--- config.mk ---
export PLATFORM = sky130hd
export DESIGN_NAME = pc_exception_unit_flat
export DESIGN_NICKNAME = d
export VERILOG_FILES = /design/src/rtl/cpu_pkg.sv /design/src/rtl/pc_exception_unit_if.sv /design/src/rtl/branch_cond.sv /design/src/rtl/pc_exception_unit.sv /design/src/flat_wrapper.sv
export SDC_FILE = /design/constraint.sdc
export NUM_CORES = 1
export LEC_CHECK = 0
export BUFFER_PORTS_ARGS = -buffer_cell sky130_fd_sc_hd__buf_2
export CORE_ASPECT_RATIO = 2
export CORE_MARGIN = 2
export CORE_UTILIZATION = 50
export DETAILED_ROUTE_END_ITERATION = 8
export HOLD_SLACK_MARGIN = 0.03
export MAX_ROUTING_LAYER = met4
export PLACE_DENSITY = 0.82
export SLEW_MARGIN = 10
export SYNTH_ARGS = -nofsm -noshare
export SYNTH_HDL_FRONTEND = slang
export SYNTH_HIERARCHICAL = 1
export SYNTH_SLANG_ARGS = --single-unit
--- constraint.sdc ---
create_clock -name clk -period 2.4 [get_ports clk]
set_input_delay 0 -clock clk [delete_from_list [all_inputs] [get_ports clk]]
set_output_delay 0 -clock clk [all_outputs]
set_load 0.005 [all_outputs]
--- src/rtl/cpu_pkg.sv ---
// Shared types and constants for the PC / exception datapath.
// Consumed by pc_exception_unit and branch_cond.
package cpu_pkg;

    typedef enum logic [2:0] {IDLE, SAVE, FETCH, WAIT, LOAD} excState_t;

    localparam logic [1:0] CAUSE_OPCODE = 2'd0;
    localparam logic [1:0] CAUSE_OVF    = 2'd1;
    localparam logic [1:0] CAUSE_DIV0   = 2'd2;
    localparam logic [1:0] CAUSE_ALIGN  = 2'd3;

    localparam logic [1:0] BR_EQ = 2'b00;
    localparam logic [1:0] BR_NE = 2'b01;
    localparam logic [1:0] BR_LE = 2'b10;
    localparam logic [1:0] BR_GT = 2'b11;

    // Priority pick; falls through to ALIGN only when no explicit request is present.
    function automatic logic [1:0] selectCause(input logic opc, input logic ovf,
                                               input logic div0);
        if (opc)       return CAUSE_OPCODE;
        else if (ovf)  return CAUSE_OVF;
        else if (div0) return CAUSE_DIV0;
        else           return CAUSE_ALIGN;
    endfunction

endpackage

--- src/rtl/pc_exception_unit_if.sv ---
// Bus between the PC source mux / memory side and the PC exception unit.
// master drives requests and memory data; slave (the unit) drives PC state.
interface pc_exception_unit_if;

    logic [31:0] pc_next;
    logic        pc_write;
    logic        pc_write_cond;
    logic [1:0]  branch_type;
    logic        alu_zero;
    logic        alu_gt;
    logic        exc_opcode;
    logic        exc_overflow;
    logic        exc_div0;
    logic [7:0]  mem_rdata;
    logic [31:0] pc;
    logic [31:0] epc;
    logic [1:0]  cause;
    logic [31:0] vec_addr;
    logic        vec_rd;
    logic        exc_busy;

    modport master (
        output pc_next, pc_write, pc_write_cond, branch_type, alu_zero, alu_gt,
               exc_opcode, exc_overflow, exc_div0, mem_rdata,
        input  pc, epc, cause, vec_addr, vec_rd, exc_busy
    );

    modport slave (
        input  pc_next, pc_write, pc_write_cond, branch_type, alu_zero, alu_gt,
               exc_opcode, exc_overflow, exc_div0, mem_rdata,
        output pc, epc, cause, vec_addr, vec_rd, exc_busy
    );

endinterface

--- src/rtl/branch_cond.sv ---
// Combinational branch-taken decode from the ALU flags.
module branch_cond
    import cpu_pkg::*;
(
    input  logic [1:0] branchType,
    input  logic       aluZero,
    input  logic       aluGt,
    output logic       taken
);

    always_comb begin
        taken = 1'b0;
        unique case (branchType)
            BR_EQ:   taken = aluZero;
            BR_NE:   taken = !aluZero;
            BR_LE:   taken = !aluGt;
            BR_GT:   taken = aluGt;
            default: taken = 1'b0;
        endcase
    end

endmodule

--- src/rtl/pc_exception_unit.sv ---
// Architectural PC, EPC and cause registers plus the exception vector-fetch sequencer.
// Optional misaligned-PC-write exception enabled by defining PC_ALIGN_CHECK_EN.
module pc_exception_unit
    import cpu_pkg::*;
#(
    parameter int unsigned VEC_BASE = 253,
    parameter int unsigned MEM_LAT  = 1
) (
    input  logic                 clk,
    input  logic                 reset,
    pc_exception_unit_if.slave   bus
);

    excState_t   stateQ, stateD;
    logic [31:0] pcQ, pcD;
    logic [31:0] epcQ, epcD;
    logic [1:0]  causeQ, causeD;
    logic [31:0] vecAddrQ, vecAddrD;
    logic [2:0]  cntQ, cntD;
    logic [7:0]  vecByteQ, vecByteD;

    logic taken;
    logic writeQual;
    logic alignExc;
    logic excAny;

    branch_cond uBranchCond (
        .branchType (bus.branch_type),
        .aluZero    (bus.alu_zero),
        .aluGt      (bus.alu_gt),
        .taken      (taken)
    );

    assign writeQual = bus.pc_write || (bus.pc_write_cond && taken);

`ifdef PC_ALIGN_CHECK_EN
    assign alignExc = writeQual && (bus.pc_next[1:0] != 2'b00);
`else
    assign alignExc = 1'b0;
`endif

    assign excAny = bus.exc_opcode || bus.exc_overflow || bus.exc_div0 || alignExc;

    always_comb begin
        stateD   = stateQ;
        pcD      = pcQ;
        epcD     = epcQ;
        causeD   = causeQ;
        vecAddrD = vecAddrQ;
        cntD     = cntQ;
        vecByteD = vecByteQ;
        unique case (stateQ)
            IDLE: begin
                // An exception request suppresses any PC write in the same cycle.
                if (excAny) begin
                    causeD = selectCause(bus.exc_opcode, bus.exc_overflow, bus.exc_div0);
                    stateD = SAVE;
                end else if (writeQual) begin
                    pcD = bus.pc_next;
                end
            end
            SAVE: begin
                epcD     = pcQ - 32'd4;
                vecAddrD = 32'(VEC_BASE) + {30'b0, causeQ};
                stateD   = FETCH;
            end
            FETCH: begin
                cntD   = 3'(MEM_LAT);
                stateD = WAIT;
            end
            WAIT: begin
                cntD = cntQ - 3'd1;
                // <= 1 rather than == 1 so a zero count can never strand the FSM.
                if (cntQ <= 3'd1) begin
                    cntD     = 3'd0;
                    vecByteD = bus.mem_rdata;
                    stateD   = LOAD;
                end
            end
            LOAD: begin
                pcD    = {24'b0, vecByteQ};
                stateD = IDLE;
            end
            default: stateD = IDLE;
        endcase
    end

    always_ff @(posedge clk or posedge reset) begin
        if (reset) begin
            stateQ   <= IDLE;
            pcQ      <= 32'd0;
            epcQ     <= 32'd0;
            causeQ   <= 2'd0;
            vecAddrQ <= 32'd0;
            cntQ     <= 3'd0;
            vecByteQ <= 8'd0;
        end else begin
            stateQ   <= stateD;
            pcQ      <= pcD;
            epcQ     <= epcD;
            causeQ   <= causeD;
            vecAddrQ <= vecAddrD;
            cntQ     <= cntD;
            vecByteQ <= vecByteD;
        end
    end

    assign bus.pc       = pcQ;
    assign bus.epc      = epcQ;
    assign bus.cause    = causeQ;
    assign bus.vec_addr = vecAddrQ;
    assign bus.vec_rd   = (stateQ == FETCH);
    assign bus.exc_busy = (stateQ != IDLE);

endmodule
--- src/flat_wrapper.sv ---
// flat-port wrapper written by rule: the top's interface ports become plain ports
module pc_exception_unit_flat import cpu_pkg::*;
#(
    parameter int unsigned VEC_BASE = 253,
    parameter int unsigned MEM_LAT  = 1
)
  (clk, reset, bus_pc_next, bus_pc_write, bus_pc_write_cond, bus_branch_type, bus_alu_zero, bus_alu_gt, bus_exc_opcode, bus_exc_overflow, bus_exc_div0, bus_mem_rdata, bus_pc, bus_epc, bus_cause, bus_vec_addr, bus_vec_rd, bus_exc_busy);
  pc_exception_unit_if bus_i ();
  input  logic clk;
  input  logic reset;
  input wire logic [$bits(bus_i.pc_next)-1:0] bus_pc_next;
  input wire logic [$bits(bus_i.pc_write)-1:0] bus_pc_write;
  input wire logic [$bits(bus_i.pc_write_cond)-1:0] bus_pc_write_cond;
  input wire logic [$bits(bus_i.branch_type)-1:0] bus_branch_type;
  input wire logic [$bits(bus_i.alu_zero)-1:0] bus_alu_zero;
  input wire logic [$bits(bus_i.alu_gt)-1:0] bus_alu_gt;
  input wire logic [$bits(bus_i.exc_opcode)-1:0] bus_exc_opcode;
  input wire logic [$bits(bus_i.exc_overflow)-1:0] bus_exc_overflow;
  input wire logic [$bits(bus_i.exc_div0)-1:0] bus_exc_div0;
  input wire logic [$bits(bus_i.mem_rdata)-1:0] bus_mem_rdata;
  output wire logic [$bits(bus_i.pc)-1:0] bus_pc;
  output wire logic [$bits(bus_i.epc)-1:0] bus_epc;
  output wire logic [$bits(bus_i.cause)-1:0] bus_cause;
  output wire logic [$bits(bus_i.vec_addr)-1:0] bus_vec_addr;
  output wire logic [$bits(bus_i.vec_rd)-1:0] bus_vec_rd;
  output wire logic [$bits(bus_i.exc_busy)-1:0] bus_exc_busy;
  assign bus_i.pc_next = bus_pc_next;
  assign bus_i.pc_write = bus_pc_write;
  assign bus_i.pc_write_cond = bus_pc_write_cond;
  assign bus_i.branch_type = bus_branch_type;
  assign bus_i.alu_zero = bus_alu_zero;
  assign bus_i.alu_gt = bus_alu_gt;
  assign bus_i.exc_opcode = bus_exc_opcode;
  assign bus_i.exc_overflow = bus_exc_overflow;
  assign bus_i.exc_div0 = bus_exc_div0;
  assign bus_i.mem_rdata = bus_mem_rdata;
  assign bus_pc = bus_i.pc;
  assign bus_epc = bus_i.epc;
  assign bus_cause = bus_i.cause;
  assign bus_vec_addr = bus_i.vec_addr;
  assign bus_vec_rd = bus_i.vec_rd;
  assign bus_exc_busy = bus_i.exc_busy;
  pc_exception_unit #(.VEC_BASE(VEC_BASE), .MEM_LAT(MEM_LAT)) u_core (.clk(clk), .reset(reset), .bus(bus_i));
endmodule
==> qor.yml <==
run_status:
  status: "finished, final reports clean"
sta:
  finalSetupViolations: 0
  slew_headroom: 0.533
  period_share: 0.882
  hold_viol: 0
  rsz0062_at_grt: "no"
  finalSetupTns_ps: 0
  final_max_slew_viol_count: 0
  tightest_slew_ps: 700
  period_minus_slack_ps: 2120
  finalClockSkew_ps: 6.25
  max_freq_mhz: 472
power:
  internal_power_w: 0.00443
  p_leak_nw: 2.76
  power.share.combinational: 0.412
  clock_power_share: 0.203
  seqPwrFrac: 0.385
  switching_power_w: 0.00274
  vdd_ir_drop_max_mv: 1.07
  p_sw_frac: 0.382
  power_density_mw_per_mm2: 1290
synthesis:
  synthesis.instances: 435
  synth.cell_area_mm2: 0.00414
  ys_seq_area_frac: 0.508
  synth_mux_area_frac: 0.0568
  synth_top_family_by_area: "simple AND/OR/NAND/NOR gates"
  synth_top_area_frac: 0.508
  synth-simple-area-share: 0.204
  syn_area_per_cell_um2: 9.52
  synth_top_area_cell: "dfrtp_1"
  synth-seq-cells: 84
  synth_xor_area_frac: 0.0592
  synth_compound_area_frac: 0.0752
  yosysUniqueCellTypes: 40
  synth.top_cells.by_area: "dfrtp_1 (51%), nand2_1 (5.8%), buf_4 (5.1%), nor2_1 (4.6%), xor2_1 (4.4%)"
  ys_warn_count: 6
  yosys.area_share.adder: 0.0121
clock_tree:
  tritoncts: "yes"
  clk_pin_slew_ps: 60
  cts-root-buf: "clkbuf_16"
  cts_setup_buffers: 0
  cts_max_path_buffers: 2
  clkSinkCount: 84
  cts_max_level: 3
  clock_latency_ps: 330
  numCtsBuffers: 9
routing:
  dr_wl_met3_um: 465
  dr.pass1.iters: 4
  wire_per_inst_um: 15.3
  vias: 3599
  drc: 0
  wl_um: 10700
  wl_met1_um: 3710
  antenna_left: 0
  dr_wl_met2_um: 6170
  drtIter0Drc: 200
  highest-signal-layer: "met4"
  vias_per_cell: 5.14
global_routing:
  grt_first_pass_wirelength_um: 17600
  antenna_found_initial: 0
  grt.total_usage: 0.265
  gr-total-overflow: 0
  grt_max_degree: 68
  grt_pass1_vias: 3715
worst_setup_path:
  worst_ep_arrival_time_ps: 2370
  cp_cell_sequence: "nor4_1 -> and3_1 -> nand4b_1 -> xor2_1 -> a21oi_1"
  crit_fanout: 9
  crit_slowest_cell: "nor4_1"
  end_kind: "flip-flop"
  max_stage_delay_ps: 540
  cp.required_ps: 2650
  crit_family: "simple AND/OR/NAND/NOR gates"
  crit_type: "flip-flop to flip-flop"
  cp-start-kind: "flip-flop"
  path_buf_inv: 0
placed_design:
  placed_cell_area_mm2: 0.00480
  place_hpwl_um: 7470
  gp_congestion: 0.844
  place.port_buffers: 127
die:
  dieHeight_um: 133
  floorplan.die.width_um: 68.4
  io_pins: 151
  die-area_mm2: 0.00907
  coreArea_mm2: 0.00817
  rows: 47
  initial_utilization: 0.507
layout:
  syn2layout_area_growth_pct: 34.2
  final_cell_mix: "buf_2 (127), dfrtp_1 (84), nand2_1 (64)"
  final_area_mm2: 0.00556
  diodes: 0
  nNetsFinal: 653
  drive_gt1_frac: 0.292
  final_common_cell: "buf_2"
min_path:
  holdCritPathClass: "input pin to flip-flop"
flow_run:
  max-cap-violations: 0
[path summary, 6_finish.rpt]
kind / startpoint / end / slack [ps] / cells past startpoint
hold reg to reg: u_core/bus.vec_addr[1]$_DFFE_PP0P_ / u_core/bus.vec_addr[1]$_DFFE_PP0P_ / 510 / 1
min in group asynchronous: reset / u_core/bus.epc[1]$_DFFE_PP0P_ / 300 / 3
max in group asynchronous: reset / u_core/bus.pc[1]$_DFFE_PP0P_ / 1420 / 4
setup / recovery: u_core/bus.pc[4]$_DFFE_PP0P_ / u_core/bus.epc[24]$_DFFE_PP0P_ / 280 / 5
hold / removal: bus_exc_opcode / u_core/stateQ[0]$_DFFE_PP0P_ / 110 / 5
setup reg to reg: u_core/bus.pc[4]$_DFFE_PP0P_ / u_core/bus.epc[24]$_DFFE_PP0P_ / 280 / 5
[state kept, by name, indices dropped and copies added, names as in the netlist]
name	flops
u_core/stateQ	3
u_core/cntQ	3
u_core/bus.epc	32
u_core/bus.vec_addr	4
u_core/vecByteQ	8
u_core/bus.cause	2
u_core/bus.pc	32
[synth_stat cells]
| cell type | n |
|---|---|
| a211oi_1 | 1 |
| o21ba_2 | 1 |
| nor3_1 | 6 |
| buf_4 | 28 |
| nor2_1 | 51 |
| ha_1 | 4 |
| nand4_1 | 5 |
| o21a_1 | 1 |
| buf_2 | 4 |
| or4_4 | 1 |
| mux2i_1 | 10 |
| conb_1 | 1 |
| nor4_4 | 2 |
| nand2_1 | 64 |
| clkbuf_1 | 16 |
| xnor2_1 | 7 |
| nor2b_1 | 1 |
| dfrtp_1 | 84 |
| nand3b_1 | 3 |
| o31a_1 | 1 |
| nand4b_1 | 4 |
| nor4_1 | 2 |
| mux2_2 | 12 |
| or3_1 | 3 |
| nor3b_1 | 2 |
| and3_1 | 2 |
| inv_1 | 12 |
| a21oi_2 | 4 |
| or2_2 | 1 |
| o31ai_1 | 1 |
| nand2b_1 | 1 |
| o21ai_0 | 13 |
| nand3_1 | 29 |
| buf_6 | 1 |
| xor2_1 | 21 |
| and2b_2 | 1 |
| buf_1 | 1 |
| or4_1 | 1 |
| a32o_1 | 1 |
| a21oi_1 | 32 |
[worst reg2reg max path, cell delays in order, from the launching register on]
cell	delay, ps
dfrtp_1	450
nor4_1	540
and3_1	520
nand4b_1	200
xor2_1	180
a21oi_1	160
[power groups by stage]
stage	logic, W	clock network [W]	registers, W
2_1_floorplan	0.00180	0	0.00269
3_3_place_gp	0.00274	0	0.00274
3_5_place_dp	0.00286	0	0.00278
4_1_cts	0.00296	0.00148	0.00276
5_1_grt	0.00331	0.00154	0.00286
6_report	0.00295	0.00146	0.00276
[logic make-up (layout without fill, tap and decap cells)]
kind of cell,Yosys count,after routing
AND/OR/NAND/NOR,179,179
AO/OA/AOI/OAI,55,55
other,1,23
buffers and inverters,62,207
XOR/XNOR,28,28
adder cells (fa/ha/maj),4,4
multiplexers,22,22
flip-flops,84,84
[layer usage]
metal | GRT usage | vias to the layer above
li1 | - | 1727
met1 | 0.281 | 1712
met2 | 0.460 | 134
met3 | 0.0408 | 26
met4 | 0.127 | 0
met5 | - | -
[what timing repair did]
action | CTS | global route
endpoints found under the setup margin | 0 | 1
hold buffers | 44 | 0
gates resized for setup | 0 | 1
hold endpoints to repair | 79 | 0
[layout make-up]
cell class              instances  area, um2
repair buffers                180       1180
clock inverters                 4       73.8
fillers                       655       2620
clock buffers                  11        243
inverters                      12       46.3
multi-input cells             311       1790
well taps                      98        123
flip-flops and latches         84       2100
[metrics by stage]
| step | utilization | power (W) | cells | worst slack, ps | hold WS [ps] |
|---|---|---|---|---|---|
| CTS | 0.680 | 0.00720 | 700 | 208 | 100 |
| floorplan | - | 0.00450 | 457 | 235 | 133 |
| finish | 0.680 | 0.00717 | 700 | 283 | 109 |
| global route | 0.680 | 0.00772 | 700 | 90.6 | 128 |
| global placement | 0.587 | 0.00548 | 641 | 305 | 117 |
| detailed placement | 0.587 | 0.00564 | 641 | 264 | 124 |
Note: power is estimated with default switching activity, not from simulation.
